File: config.mk
export PLATFORM = sky130hd
export DESIGN_NAME = iscbdivn
export DESIGN_NICKNAME = d
export VERILOG_FILES = /design/src/rtl/iscbdivn_pkg.sv /design/src/rtl/iscbdivn_sync.sv /design/src/rtl/iscbdivn.sv
export SDC_FILE = /design/constraint.sdc
export NUM_CORES = 1
export LEC_CHECK = 0
export CAP_MARGIN = 20
export CORE_ASPECT_RATIO = 0.9
export CORE_MARGIN = 10
export CORE_UTILIZATION = 55
export DETAILED_ROUTE_END_ITERATION = 12
export PLACE_DENSITY = 0.83
export SLEW_MARGIN = 0
export SYNTH_ARGS = -nofsm -noshare
export SYNTH_HDL_FRONTEND = slang
export SYNTH_HIERARCHICAL = 1
export SYNTH_SLANG_ARGS = --single-unit
File: constraint.sdc
create_clock -name clk -period 1.8 [get_ports clk]
set_clock_uncertainty 0.1 [all_clocks]
set_input_delay 0.36 -clock clk [delete_from_list [all_inputs] [get_ports clk]]
set_output_delay 0.36 -clock clk [all_outputs]
set_load 0.02 [all_outputs]
File: src/rtl/iscbdivn_pkg.sv
// Shared constants and helpers for the iscbdivn skewed-correlation stochastic divider.
package iscbdivn_pkg;

    // Fibonacci taps, bit k set for term x^(k+1): x^8+x^6+x^5+x^4+1 and x^16+x^14+x^13+x^11+1
    localparam logic [15:0] TAP_W8  = 16'h00B8;
    localparam logic [15:0] TAP_W16 = 16'hB400;

    // Relation between the two incoming bits of one channel
    typedef enum logic [1:0] {
        PAIR_SAME   = 2'd0,
        PAIR_A_ONLY = 2'd1,
        PAIR_B_ONLY = 2'd2
    } pair_e;

    function automatic bit lfsr_w_legal(input int w);
        return (w == 8) || (w == 16);
    endfunction

    function automatic logic [15:0] lfsr_tap(input int w);
        return (w == 16) ? TAP_W16 : TAP_W8;
    endfunction

    function automatic pair_e classify(input logic a, input logic b);
        if (a == b) return PAIR_SAME;
        return a ? PAIR_A_ONLY : PAIR_B_ONLY;
    endfunction

endpackage

File: src/rtl/iscbdivn_sync.sv
// One channel of the skewed synchronizer: delays unmatched dividend ones until a
// divisor one arrives, so that the registered pair is maximally correlated.
module skewed_sync_ch
    import iscbdivn_pkg::*;
#(
    parameter int SYNC_DEPTH = 4
) (
    input  logic clk,
    input  logic rst_n,
    input  logic en,
    input  logic i_a,
    input  logic i_b,
    output logic o_sa,
    output logic o_sb,
    output logic o_sat
);

    localparam int CW = $clog2(SYNC_DEPTH + 1);
    localparam logic [CW-1:0] C_MAX = CW'(SYNC_DEPTH);

    logic [CW-1:0] r_cnt;
    logic          r_sa;
    logic          r_sb;
    logic          r_sat;

    logic [CW-1:0] w_cnt_n;
    logic          w_sa_n;
    logic          w_sb_n;
    logic          w_sat_n;
    pair_e         w_pair;

    assign w_pair = classify(i_a, i_b);

    // NOTE: every output of this block gets a default first, so no path can infer a latch.
    always_comb begin
        w_sa_n  = i_a;
        w_sb_n  = i_b;
        w_cnt_n = r_cnt;
        w_sat_n = 1'b0;
        case (w_pair)
            PAIR_A_ONLY: begin
                if (r_cnt != C_MAX) begin
                    w_sa_n  = 1'b0;
                    w_cnt_n = r_cnt + 1'b1;
                end else begin
                    w_sat_n = 1'b1;
                end
            end
            PAIR_B_ONLY: begin
                if (r_cnt != '0) begin
                    w_sa_n  = 1'b1;
                    w_cnt_n = r_cnt - 1'b1;
                end
            end
            default: ;
        endcase
    end

    // NOTE: state registers use non-blocking assignments so all flops update together.
    always_ff @(posedge clk) begin
        if (!rst_n) begin
            r_cnt <= '0;
            r_sa  <= 1'b0;
            r_sb  <= 1'b0;
            r_sat <= 1'b0;
        end else if (en) begin
            r_cnt <= w_cnt_n;
            r_sa  <= w_sa_n;
            r_sb  <= w_sb_n;
            r_sat <= w_sat_n;
        end
    end

    assign o_sa  = r_sa;
    assign o_sb  = r_sb;
    assign o_sat = r_sat;

endmodule

File: src/rtl/iscbdivn.sv
// Multi-channel stochastic bitstream divider: skewed synchronizer, then a quotient
// history that is resampled through a shared LFSR whenever the divisor bit is 0.
module iscbdivn
    import iscbdivn_pkg::*;
#(
    parameter int                NCH        = 1,
    parameter int                SYNC_DEPTH = 4,
    parameter int                HIST_DEPTH = 4,
    parameter int                LFSR_W     = 8,
    parameter logic [LFSR_W-1:0] LFSR_SEED  = 'h5A
) (
    input  logic           clk,
    input  logic           rst_n,
    input  logic           en,
    input  logic [NCH-1:0] dividend,
    input  logic [NCH-1:0] divisor,
    output logic [NCH-1:0] quot,
    output logic [NCH-1:0] sync_sat
);

    localparam int                IDX_W = (HIST_DEPTH > 1) ? $clog2(HIST_DEPTH) : 1;
    localparam logic [LFSR_W-1:0] TAP   = LFSR_W'(lfsr_tap(LFSR_W));

    if (!lfsr_w_legal(LFSR_W)) begin : g_bad_lfsr_w
        $error("iscbdivn: LFSR_W must be 8 or 16");
    end

    logic [LFSR_W-1:0] r_lfsr;
    logic [IDX_W-1:0]  w_idx;

    // Index is taken from the value before this edge's shift
    assign w_idx = (HIST_DEPTH > 1) ? r_lfsr[IDX_W-1:0] : '0;

    always_ff @(posedge clk) begin
        if (!rst_n) begin
            r_lfsr <= LFSR_SEED;
        end else if (en) begin
            r_lfsr <= {r_lfsr[LFSR_W-2:0], ^(r_lfsr & TAP)};
        end
    end

    for (genvar i = 0; i < NCH; i++) begin : g_ch
        logic                  w_sa;
        logic                  w_sb;
        logic                  w_sat;
        logic [HIST_DEPTH-1:0] r_hist;
        logic                  r_quot;

        skewed_sync_ch #(
            .SYNC_DEPTH(SYNC_DEPTH)
        ) u_sync (
            .clk  (clk),
            .rst_n(rst_n),
            .en   (en),
            .i_a  (dividend[i]),
            .i_b  (divisor[i]),
            .o_sa (w_sa),
            .o_sb (w_sb),
            .o_sat(w_sat)
        );

        // NOTE: the history is a handful of flops that must read zero after reset,
        // so it is reset like any other register rather than left as uninitialised RAM.
        always_ff @(posedge clk) begin
            if (!rst_n) begin
                r_hist <= '0;
                r_quot <= 1'b0;
            end else if (en) begin
                if (w_sb) begin
                    r_quot <= w_sa;
                    for (int k = HIST_DEPTH - 1; k > 0; k--) begin
                        r_hist[k] <= r_hist[k-1];
                    end
                    r_hist[0] <= w_sa;
                end else begin
                    r_quot <= r_hist[w_idx];
                end
            end
        end

        assign quot[i]     = r_quot;
        assign sync_sat[i] = w_sat;
    end

endmodule

After elaboration in Yosys (flattened, before gate mapping) --
Cells that the tools add are included.
Word-level totals: flip-flop bits (word level) 19, latch bits 0, bits in writable memories 0, bits in read-only memories 0, input bits 5, output and inout port bits 2, memories 0
Operators by class: $add $sub $neg 2, multipliers 0, div/mod/pow operators 0, order comparisons 1, equality and inequality tests 6, shift-type cells 0, muxes and demuxes 15, bitwise operators 0, reduce and logical (&&, ||, !) cells 5
Operator list (count):
- $reduce_xor 8->1 | 1
- $mux 1 | 7
- $mux 2 | 3
- $mux 3 | 2
- $pmux 3 s2 | 1
- $ne 2x1->1 const B | 2
- $reduce_and 4->1 | 1
- $add 3x1->3 const B | 1
- $lt 2x3->1 const B | 1
- $ne 3x3->1 const B | 1
- $reduce_bool 3->1 | 1
- $sub 3x1->3 const B | 1
- $bmux 1 s2 | 1
- $eq 2x1->1 const B | 1
- $eq 2x2->1 const B | 1
- $pmux 1 s2 | 1
- $reduce_and 2->1 | 1
- $reduce_bool 2->1 | 1
- $eq 1x1->1 | 1

Longest topological paths before layout --
depth in word-level cells 6, gate-level depth with buffers 7, depth with buffers taken out 7

By module --
Netlist, hierarchy kept.
By module, submodules not included:
- iscbdivn | times used 1, cells an instance 56, area an instance 549.3 µm², sequential area each 260.2 µm²
- skewed_sync_ch | times used 1, cells an instance 37, area an instance 364.1 µm², sequential area each 120.1 µm²

Least setup slack after synthesis --
OpenSTA, ideal clock, no wires.
path type input to register, start input port dividend, end register g_ch[0].u_sync.r_cnt[2], library setup time 0.118 ns, arrival time 1.390 ns, slack 0.192 ns, stages on the path 7, buffers on the path 0, cell sequence inv_1 > ha_1 > inv_1 > fa_1 > xnor2_1 > nand2_1 > mux2i_1
On the way: longest elaborated chain between the ends 6, elaborated cells between the ends (all ways) 11, those cells by class eq/ne (5); mux (4); reduce/logical (2)
RTL lines:
- from (decl) | RTL line iscbdivn.sv:15 | input logic [NCH-1:0] dividend,
- $eq 1x1->1 | RTL line iscbdivn_pkg.sv:24 | if (a == b) return PAIR_SAME;
- $mux 1 | RTL line iscbdivn_pkg.sv:24
- $mux 2 * | RTL line iscbdivn_pkg.sv:25 | return a ? PAIR_A_ONLY : PAIR_B_ONLY;
- $eq 2x2->1 / $eq 2x1->1 (equally long branches) | RTL line iscbdivn_sync.sv:40 | case (w_pair)
- $ne 2x1->1 (no line) / $reduce_bool 2->1 (equally long branches)
- $reduce_and 4->1 (no line)
- to (signal assigned) | RTL line iscbdivn_sync.sv:67 | r_cnt <= w_cnt_n;
- to (decl) | RTL line iscbdivn_sync.sv:21 | logic [CW-1:0] r_cnt;
Every way passes the cells marked *; elsewhere a longest branch is shown, timed or not. A chain may end at the register's enable or synchronous reset.

Worst setup path after layout --
start register g_ch[0].u_sync.r_sat, end output port sync_sat
RTL lines:
- from (decl) | RTL line iscbdivn_sync.sv:24 | logic r_sat;
- from (signal assigned) | RTL line iscbdivn_sync.sv:70 | r_sat <= w_sat_n;
- to (decl) | RTL line iscbdivn.sv:18 | output logic [NCH-1:0] sync_sat
No word-level cell between the ends.

==> run summary <==
status: completed
Stages on worst setup path: 1
worst slew pin tran: 0.353 ns
fin nets: 115
initial core utilization: 60.4%
RePlAce Congestion: 0.791
grt ovf: 0
flops & latches, synth: 19
end-of-flow core utilization: 70.9%
vias in the first global route: 683
Root Driver: clkbuf_4
top_reg_cell synth: dfxtp_1
Synth area leaders: dfxtp_1, mux2i_1, nand2_1
I/O Buffers: 6
arrival time worst endpoint: 1.26 ns
Post-Syn Nets: 101
kind of cell adding the most delay to the critical path: buffers and inverters
post-synthesis sequential area ratio: 41.6%
routed wire length: 1870 um
largest net degree at the start of global routing: 19
endpoints failing hold: 0
final period utilization: 95.8%
unrepaired setup endpoints after global routing: no
Worst path slowest cell: clkdlybuf4s50_1
r2r startpoint: g_ch[0].u_sync/r_cnt[0]
Mapped Area: 913 um2
r2r worst-path depth: 5
minimum clock period: 1.72 ns
Max rail drop VDD: 0.656 mV
DIE AREA: 3690 um2
initial antenna violation count: 0
reg-to-reg slack, setup: 0.27 ns
Worst EP required: 1.34 ns
slowest stage delay, CP: 0.61 ns
Overall Power: 0.834 mW
min-delay worst type: register to register
Flop pwr share: 56.9%
cells along the critical path: clkdlybuf4s50_1
Place WS: -0.351 ns
NetSw: 0.232 mW
Synth area leader: dfxtp_1
YS warnings: 6
first-pass GRT wire length: 3150 um
CP Launch Type: register
Clock Sinks: 19
Avg Inst Size Synth: 9.82 um2
Clock Tree Buf Depth: 2
commonest non-fill, non-tap cell in the layout: dfxtp_1
asr flop ratio synth: 0%
H-tree depth: 1
Placement Cell Area: 1020 um2
Via density: 5.23
P&R area growth vs syn: 17.4%
# diodes: 0
worst setup margin: 0.0750 ns
GRT Total Usage: 10.5%
Total Neg Setup Slack: 0 ns
max_slew headroom: 76.4%
Max-Cap Viols: 0
most frequent cells in the layout: dfxtp_1, nand2_1, mux2i_1
Clock transition at path regs: 0.11 ns
Final Setup Violations: 0
critical path endpoint category: primary output
Vias: 670
Pre-antenna DRT Iters: 4
number of cell rows: 13
critical path capture point: sync_sat
core area: 1510 um2
cts bufs inserted: 3
Die W: 63.0 um
clock share of power: 26.8%
CTS tree: done
clk_lat worst skew: 0.30 ns
combinational power share: 16.3%
Slew Viols, Final: 0
PD cells: 778 nW/um2
kind of critical path: register to primary output
Post-synth EDFFs: 0
Initial DRC Count: 9
CP Launch Point: g_ch[0].u_sync/o_sat
P_int: 0.602 mW
Gate Count Post-Synth: 93
Die Y: 58.7 um
io pins: 7
CP Max Fanout: 2
hold_buf cts: 0
post-DP HPWL: 1300 um
DRC viols: 0
FF-to-FF End: g_ch[0].u_sync/r_cnt[2]
Avg WL per Cell: 14.6 um
Max Fclk: 0.580 GHz
share of cells above drive strength 1: 16.0%
static leakage: 0.440 nW
Post-DRT Antenna Nets: 0
sw frac: 27.8%
postcts setup bufs: 0
cell area after layout: 1070 um2
library cells used by synthesis: 29
WP buf/inv: 1
Yosys top cell area share: 41.6%
worst min-delay path by stage:
stage / from / to / slack [ns] / depth (start not counted)
after CTS: g_ch[0].r_hist[0] / g_ch[0].r_hist[0] / 0.39 / 2
after global routing: g_ch[0].r_hist[3] / g_ch[0].r_hist[3] / 0.41 / 2
final: g_ch[0].r_hist[0] / g_ch[0].r_hist[0] / 0.39 / 2
after floorplan: r_lfsr[6] / r_lfsr[6] / 0.34 / 2
after global placement: g_ch[0].r_hist[3] / g_ch[0].r_hist[3] / 0.36 / 2
after detailed placement: g_ch[0].r_hist[0] / g_ch[0].r_hist[0] / 0.37 / 2
cells in the mapped netlist, types with 2 or more instances:
| library cell | number |
|---|---|
| nand2_1 | 12 |
| nand3_1 | 4 |
| ha_1 | 2 |
| dfxtp_1 | 19 |
| nor2b_1 | 5 |
| o21ai_0 | 3 |
| and2_1 | 2 |
| mux2i_1 | 11 |
| xnor2_1 | 5 |
| inv_1 | 8 |
| a21boi_0 | 4 |
power by group through the flow:
stage	clock network, mW	logic, mW	registers (mW)
after global routing	0.234	0.153	0.478
after floorplan	0	0.0917	0.476
after global placement	0	0.123	0.480
after CTS	0.224	0.131	0.473
after detailed placement	0	0.130	0.481
final	0.224	0.136	0.474
sequential cells by signal (all words and copies together) (netlist names):
register,count
g_ch.u_sync/o_sa,1
r_lfsr,8
g_ch.u_sync/o_sb,1
quot,1
g_ch.u_sync/r_cnt,3
g_ch.u_sync/o_sat,1
g_ch.r_hist,4
area by class of cell:
class / instances / area [um2]
clock buffers: 3 / 22.5
inverters: 8 / 30.0
flip-flops and latches: 19 / 380
well taps: 22 / 27.5
repair buffers: 12 / 106
multi-input cells: 63 / 500
clock inverters: 1 / 5.00
fillers: 117 / 440
worst reg2reg max path, delay by kind of cell, from the launching register on:
family	cells	cell delay, ns
buf+inv	1	0.14
fa+ha+maj	1	0.40
flops	1	0.45
xor+xnor	1	0.13
simple gates	1	0.08
mux	1	0.12
kinds of logic (layout without fill, tap and decap cells):
group | after synthesis | count (layout) | share of synthesized area, %
AOI/OAI and AO/OA | 15 | 15 | 11.8
xor gates and xnor gates | 5 | 5 | 4.79
adders and majority gates | 3 | 3 | 4.93
buffers and inverters | 11 | 24 | 5.89
DFF | 19 | 19 | 41.6
muxes | 11 | 11 | 12.1
and+or+nand+nor | 29 | 29 | 18.9
what timing repair did:
action	in CTS	in global routing
resized for setup	2	5
setup endpoints to repair	2	3
pin swaps	1	2
per-stage QoR:
step                      hold slack (ns)  instances
final                               0.385        128
after global routing                0.406        128
after CTS                           0.386        128
after detailed placement            0.371        124
after global placement              0.356        124
after floorplan                     0.341         93
routing by layer:
metal | GRT usage (%) | share of wire, % | wire (um)
met1 | 11.3 | 44 | 832
met5 | 0 | 0 | 0
met3 | 3.97 | 3.3 | 61
met4 | 3.82 | 1.6 | 30
met2 | 18.7 | 51 | 946
Power figures use the tool's default switching activity.
